[config.mk]
export PLATFORM = sky130hd
export DESIGN_NAME = screen_console_ctrl
export DESIGN_NICKNAME = d
export VERILOG_FILES = /design/src/rtl/screen_console_ctrl.sv
export SDC_FILE = /design/constraint.sdc
export NUM_CORES = 1
export LEC_CHECK = 0
export CAP_MARGIN = 40
export CORE_ASPECT_RATIO = 2
export CORE_UTILIZATION = 35
export DETAILED_ROUTE_END_ITERATION = 8
export GPL_ROUTABILITY_DRIVEN = 0
export PLACE_DENSITY = 0.64
export REMOVE_ABC_BUFFERS = 1
export SYNTH_ARGS = -nofsm -noshare
export SYNTH_HDL_FRONTEND = slang
export SYNTH_SLANG_ARGS = --single-unit
[constraint.sdc]
create_clock -name CLK -period 2.8 [get_ports CLK]
set_clock_uncertainty 0.05 [all_clocks]
set_input_delay 0.7 -clock CLK [delete_from_list [all_inputs] [get_ports CLK]]
set_output_delay 0.7 -clock CLK [all_outputs]
set_load 0.02 [all_outputs]
[src/rtl/screen_console_ctrl.sv]
`default_nettype none
// ============================================================================
// Module      : screen_console_ctrl
// Description : Text console writer for an 80x30 character screen buffer.
//               It handles printable characters, CR/LF, scrolling and
//               clear-screen. Each 16-bit word holds two characters.
//               Optional feature macro: SCREEN_CTRL_BACKSPACE_EN
// Revision    : 1.0 - initial release
// ============================================================================
module screen_console_ctrl #(
    parameter logic [15:0] BUF_START = 16'd0,
    parameter int          COLS_W    = 40,
    parameter int          ROWS      = 30
) (
    input  logic        CLK,
    input  logic        RST_N,
    input  logic        CH_VALID,
    input  logic [7:0]  CH_DATA,
    output logic        CH_READY,
    input  logic        CLR_REQ,
    output logic        BUSY,
    output logic [4:0]  CUR_ROW,
    output logic [6:0]  CUR_COL,
    output logic [15:0] RADDR_SCREEN,
    input  logic [15:0] DATA_OUT_SCREEN,
    output logic [15:0] WADDR_SCREEN,
    output logic [15:0] DATA_IN_SCREEN,
    output logic        MW_SCREEN_ON
);

    localparam int          TOTAL_WORDS   = COLS_W * ROWS;
    localparam int          SCROLL_WORDS  = TOTAL_WORDS - COLS_W;
    localparam logic [6:0]  LAST_COL      = 7'(2 * COLS_W - 1);
    localparam logic [4:0]  LAST_ROW      = 5'(ROWS - 1);
    localparam logic [10:0] SCROLL_LAST   = 11'(SCROLL_WORDS - 1);
    localparam logic [10:0] CLRROW_LAST   = 11'(COLS_W - 1);
    localparam logic [10:0] CLRALL_LAST   = 11'(TOTAL_WORDS - 1);
    localparam logic [15:0] ROW_WORDS     = 16'(COLS_W);
    localparam logic [15:0] LAST_ROW_BASE = BUF_START + 16'(SCROLL_WORDS);

    typedef enum logic [2:0] {
        IDLE   = 3'd0,
        PUT    = 3'd1,
        SCROLL = 3'd2,
        CLRROW = 3'd3,
        CLRALL = 3'd4
    } state_t;

    state_t      state;
    logic [10:0] word_cnt;
    logic [4:0]  cur_row;
    logic [6:0]  cur_col;
    logic [7:0]  char_q;
    logic        put_advance;
    logic [15:0] raddr;
    logic [15:0] waddr;
    logic        mw_on;
    logic        busy;

    logic        is_printable;
    logic [15:0] cursor_word;

    assign is_printable = (CH_DATA >= 8'h20) && (CH_DATA <= 8'h7E);
    assign cursor_word  = BUF_START + 16'(cur_row) * ROW_WORDS + 16'(cur_col[6:1]);

`ifdef SCREEN_CTRL_BACKSPACE_EN
    logic [6:0]  bs_col;
    logic [15:0] bs_word;

    assign bs_col  = cur_col - 7'd1;
    assign bs_word = BUF_START + 16'(cur_row) * ROW_WORDS + 16'(bs_col[6:1]);
`endif

    assign CH_READY       = (state == IDLE) && !CLR_REQ;
    assign BUSY           = busy;
    assign CUR_ROW        = cur_row;
    assign CUR_COL        = cur_col;
    assign RADDR_SCREEN   = raddr;
    assign WADDR_SCREEN   = waddr;
    assign MW_SCREEN_ON   = mw_on;

    // Write data depends on the word read back in the same cycle.
    always_comb begin
        DATA_IN_SCREEN = 16'h0000;
        case (state)
            PUT:     DATA_IN_SCREEN = cur_col[0] ? {DATA_OUT_SCREEN[15:8], char_q}
                                                 : {char_q, DATA_OUT_SCREEN[7:0]};
            SCROLL:  DATA_IN_SCREEN = DATA_OUT_SCREEN;
            default: DATA_IN_SCREEN = 16'h0000;
        endcase
    end

    always_ff @(posedge CLK or negedge RST_N) begin
        if (!RST_N) begin
            state       <= IDLE;
            word_cnt    <= 11'd0;
            cur_row     <= 5'd0;
            cur_col     <= 7'd0;
            char_q      <= 8'h00;
            put_advance <= 1'b1;
            raddr       <= 16'h0000;
            waddr       <= 16'h0000;
            mw_on       <= 1'b0;
            busy        <= 1'b0;
        end else begin
            case (state)
                IDLE: begin
                    if (CLR_REQ) begin
                        state    <= CLRALL;
                        word_cnt <= 11'd0;
                        raddr    <= BUF_START;
                        waddr    <= BUF_START;
                        mw_on    <= 1'b1;
                        busy     <= 1'b1;
                    end else if (CH_VALID) begin
                        if (is_printable) begin
                            char_q      <= CH_DATA;
                            put_advance <= 1'b1;
                            state       <= PUT;
                            raddr       <= cursor_word;
                            waddr       <= cursor_word;
                            mw_on       <= 1'b1;
                            busy        <= 1'b1;
                        end else if (CH_DATA == 8'h0A) begin
                            cur_col <= 7'd0;
                            if (cur_row == LAST_ROW) begin
                                state    <= SCROLL;
                                word_cnt <= 11'd0;
                                raddr    <= BUF_START + ROW_WORDS;
                                waddr    <= BUF_START;
                                mw_on    <= 1'b1;
                                busy     <= 1'b1;
                            end else begin
                                cur_row <= cur_row + 5'd1;
                            end
                        end else if (CH_DATA == 8'h0D) begin
                            cur_col <= 7'd0;
`ifdef SCREEN_CTRL_BACKSPACE_EN
                        end else if ((CH_DATA == 8'h08) && (cur_col != 7'd0)) begin
                            // Step back first, then blank the character there in place.
                            cur_col     <= bs_col;
                            char_q      <= 8'h00;
                            put_advance <= 1'b0;
                            state       <= PUT;
                            raddr       <= bs_word;
                            waddr       <= bs_word;
                            mw_on       <= 1'b1;
                            busy        <= 1'b1;
`endif
                        end
                    end
                end

                PUT: begin
                    if (put_advance && (cur_col == LAST_COL)) begin
                        cur_col <= 7'd0;
                        if (cur_row == LAST_ROW) begin
                            state    <= SCROLL;
                            word_cnt <= 11'd0;
                            raddr    <= BUF_START + ROW_WORDS;
                            waddr    <= BUF_START;
                        end else begin
                            cur_row <= cur_row + 5'd1;
                            state   <= IDLE;
                            mw_on   <= 1'b0;
                            busy    <= 1'b0;
                        end
                    end else begin
                        if (put_advance) begin
                            cur_col <= cur_col + 7'd1;
                        end
                        state <= IDLE;
                        mw_on <= 1'b0;
                        busy  <= 1'b0;
                    end
                end

                SCROLL: begin
                    if (word_cnt == SCROLL_LAST) begin
                        state    <= CLRROW;
                        word_cnt <= 11'd0;
                        raddr    <= LAST_ROW_BASE;
                        waddr    <= LAST_ROW_BASE;
                    end else begin
                        word_cnt <= word_cnt + 11'd1;
                        raddr    <= raddr + 16'd1;
                        waddr    <= waddr + 16'd1;
                    end
                end

                CLRROW: begin
                    if (word_cnt == CLRROW_LAST) begin
                        state <= IDLE;
                        mw_on <= 1'b0;
                        busy  <= 1'b0;
                    end else begin
                        word_cnt <= word_cnt + 11'd1;
                        raddr    <= raddr + 16'd1;
                        waddr    <= waddr + 16'd1;
                    end
                end

                CLRALL: begin
                    if (word_cnt == CLRALL_LAST) begin
                        state   <= IDLE;
                        mw_on   <= 1'b0;
                        busy    <= 1'b0;
                        cur_row <= 5'd0;
                        cur_col <= 7'd0;
                    end else begin
                        word_cnt <= word_cnt + 11'd1;
                        raddr    <= raddr + 16'd1;
                        waddr    <= waddr + 16'd1;
                    end
                end

                default: begin
                    state <= IDLE;
                    mw_on <= 1'b0;
                    busy  <= 1'b0;
                end
            endcase
        end
    end

endmodule
`default_nettype wire

==> results.txt <==
----------------------------------------------------
[Route]
  Wire length per cell ... about 19 um
  Total Wirelength ... around 17,000 um
  Via count ... between 5,000 and 6,000
  Total DRC errors in the routed layout ... 0
  Number of routed nets with antenna violations ... 0
  Number of violations reported at the end of detailed-routing iteration 0 ... about 350
  Iteration count of the initial detailed-routing pass ... 5
  Vias per std cell ... between 6 and 7

[Layout]
  Relative area change from synthesis to final layout ... 38.3%
  Final antenna diode count ... 0
  Net count of the finished layout ... 761
  Commonest non-fill, non-tap cell in the layout ... clkdlybuf4s50_1
  Non-Filler Instances ... 876
  Layout cell share with drive strength beyond 1 ... roughly 17%
  Most used cells in the layout excluding fill and tap cells ... clkdlybuf4s50_1 (72), buf_4 (67), dfrtp_1 (66)

[Placement]
  Cell Count Post-Placement ... about 860
  Buffers added on ports ... 90
  Post-Place Worst Slack ... -0.329 ns
  Hpwl dp ... roughly 13,000 um

[Power and ir drop]
  Post-layout total power ... slightly above 5 mW
  P_leak ... roughly 2.9 nW
  Pwr Density ... between 700 and 800 nW/um^2
  Worst vdd rail ir drop ... 0.379 mV

[Timing]
  Hold Fails Final Rpt ... 0
  RSZ-0062 raised after global routing ... no
  Share of the cycle needed by the critical path after routing ... between 90% and 100%
  Final critical-path required period ... roughly 2.7 ns
  Maximum frequency from static timing analysis ... roughly 370 MHz
  Final WS setup ... 0.108 ns
  Final setup violation count ... 0
  Slew at the pin closest to its max-slew limit ... 0.750 ns
  Max transition margin ... 49.8%
  Max Transition Viols Final ... 0

[Floorplanning]
  Num rows ... 60
  Floorplan die width ... roughly 85 um
  Die area ... 14,300 um^2
  Die height ... approximately 170 um
  Placeable core area ... approximately 13,000 um^2
  Initial standard-cell utilization of the core ... between 30% and 40%
  # IOs ... 91

[Global route]
  Via count of the first global-routing pass ... about 5,400
  All-Layer GR Usage ... a little under a quarter
  Global-route wire length before repair ... roughly 27,000 um
  Number of antenna violations at the first check in global routing ... 0
  Global route total overflow ... 0
  Maximum number of pins on one net before global-route repair ... 54

[Logic synthesis]
  Post-Synthesis Cell Area ... roughly 4800 um^2
  Dominant synthesized flop cell ... dfrtp_1
  Fraction of registers with async set/reset ... between 90% and 100%
  Synthesized-area fraction occupied by xor and xnor cells ... 1.37%
  Area share of fa/ha/maj cells after synthesis ... between 4 and 5%
  Number of instances in the synthesized netlist ... 576
  Number of distinct standard cells referenced by the synthesized netlist ... between 60 and 70
  EDFF count, synth ... 0
  Sequential-to-total area share from yosys stat ... between 30% and 40%
  Biggest area contributors in the synthesized netlist ... dfrtp_1 (35%), o21ai_0 (6.2%), nand2_1 (4.1%)
  Synthesized-area fraction occupied by and/or/nand/nor cells ... around a quarter
  Top-area cell type share of the netlist area ... between 30% and 40%
  Portion of netlist area occupied by mux cells ... 3.50%
  Compound-gate portion of the synthesized area ... approximately 28%
  Yosys warnings ... 0
  Cell taking the most area after synthesis ... dfrtp_1
  #FFs+latches synth ... 67
  Combinational family with the most area after synthesis ... compound AO/OA/AOI/OAI gates
  Post-Syn Area per Cell ... roughly 8.4 um^2

[Critical path]
  Required time worst endpoint ... a little over 2 ns
  Largest fanout on the critical path ... 2
  Type of the worst setup path ... in2out
  Critical path arrival ... between 1.5 and 2 ns
  Type of element launching the critical path ... input port
  Internal reg-to-reg setup slack ... 0.12 ns
  Element type at the critical path end ... output port

[Clock tree]
  H-Tree Level Count ... 3
  Clock net sink count ... 67
  Buffer depth of the longest clock path ... 2
  Clock transition at the register clock pins on the worst setup and hold paths after CTS ... roughly 0.060 ns
  Clock tree from TritonCTS ... built
  Cell at the root of the clock tree ... clkbuf_16
  Number of clock buffers inserted by TritonCTS ... 9
  Latest clock arrival within the worst-skew pair ... 0.33 ns

[Hold path]
  Worst min-delay path category ... in2async

[Run]
  Maximum capacitance violations ... 0

[Run status]
  Run status ... finished clean

----------------------------------------------------
state kept, by name, summed over array words and instances (netlist names):
name,flops
BUSY,1
CUR_COL,7
CUR_ROW,5
RADDR_SCREEN,16
WADDR_SCREEN,16
char_q,8
state,3
word_cnt,11
where the power goes:
part | switching, mW | internal, mW
Combinational | 1.06 | 1.04
Sequential | 0.488 | 1.28
Clock | 0.433 | 0.759
Total | 1.98 | 3.08
cells in the mapped netlist, types with 3 or more instances:
cell type	number
and3_1	14
nor2_1	49
nor3_1	15
buf_2	3
a22o_1	11
o41ai_1	6
o31ai_1	10
a21o_1	11
a21oi_1	37
nand4_1	8
or3_1	8
nand3_1	29
o2bb2ai_1	9
mux2_2	15
nand2_1	53
nor4_1	8
a221oi_1	3
xnor2_1	4
nand2b_1	6
a211o_1	4
and4_1	3
o21ai_0	60
o211ai_1	12
dfrtp_1	67
ha_1	15
and2_1	6
o21a_1	4
nor3b_1	4
buf_6	4
inv_1	12
nor2b_1	5
a22oi_1	17
clkbuf_1	21
final timing paths:
check,from,depth (start not counted),to
setup / recovery,DATA_OUT_SCREEN[14],5,DATA_IN_SCREEN[14]
hold / removal,RST_N,1,WADDR_SCREEN[4]
setup reg to reg,CUR_ROW[1],10,WADDR_SCREEN[10]
hold reg to reg,word_cnt[9],1,word_cnt[9]
max in group asynchronous,RST_N,2,state[2]
min in group CLK,word_cnt[9],1,word_cnt[9]
per-stage QoR:
step	cell area, um^2	utilization (%)	setup TNS (ns)	hold slack [ns]
3_3_place_gp	6280	46.7	-4.67	0.455
6_report	6680	49.7	0	0.234
2_1_floorplan	4680	-	0	0.354
4_1_cts	6600	49.1	0	0.242
5_1_grt	6680	49.7	0	0.257
3_5_place_dp	6280	46.7	-7.56	0.464
layer usage:
metal | wire [um] | global-route usage, %
met2 | 9170 | 44.8
met4 | 850 | 15.1
met1 | 5870 | 23.8
met5 | 0 | 0
met3 | 755 | 3.28
area by class of cell:
type                    count  area, um^2
multi-input cells         467        3020
flip-flops and latches     67        1680
clock buffers              12         267
inverters                  12        45.0
fillers                  1282        6760
well taps                 155         194
repair buffers            159        1430
clock inverters             4        47.5
critical path, stage by stage:
cell             delay, ns
clkdlybuf4s50_1       0.42
mux2_2                0.26
a22oi_1               0.18
nor2_1                0.06
dlygate4sd2_1         0.32
logic make-up (layout without fill, tap and decap cells):
group,count (synthesis),in the layout
buffers and inverters,42,187
xor gates and xnor gates,6,6
and+or+nand+nor,225,225
AOI/OAI and AO/OA,204,204
DFF,67,67
adders and majority gates,17,17
muxes,15,15
what timing repair did:
action                     CTS  global route
setup endpoints to repair   19            32
hold buffers                 0             0
setup buffers                0             4
pin swaps                    0             1
gates resized for setup     22            15
Power figures use the tool's default switching activity.
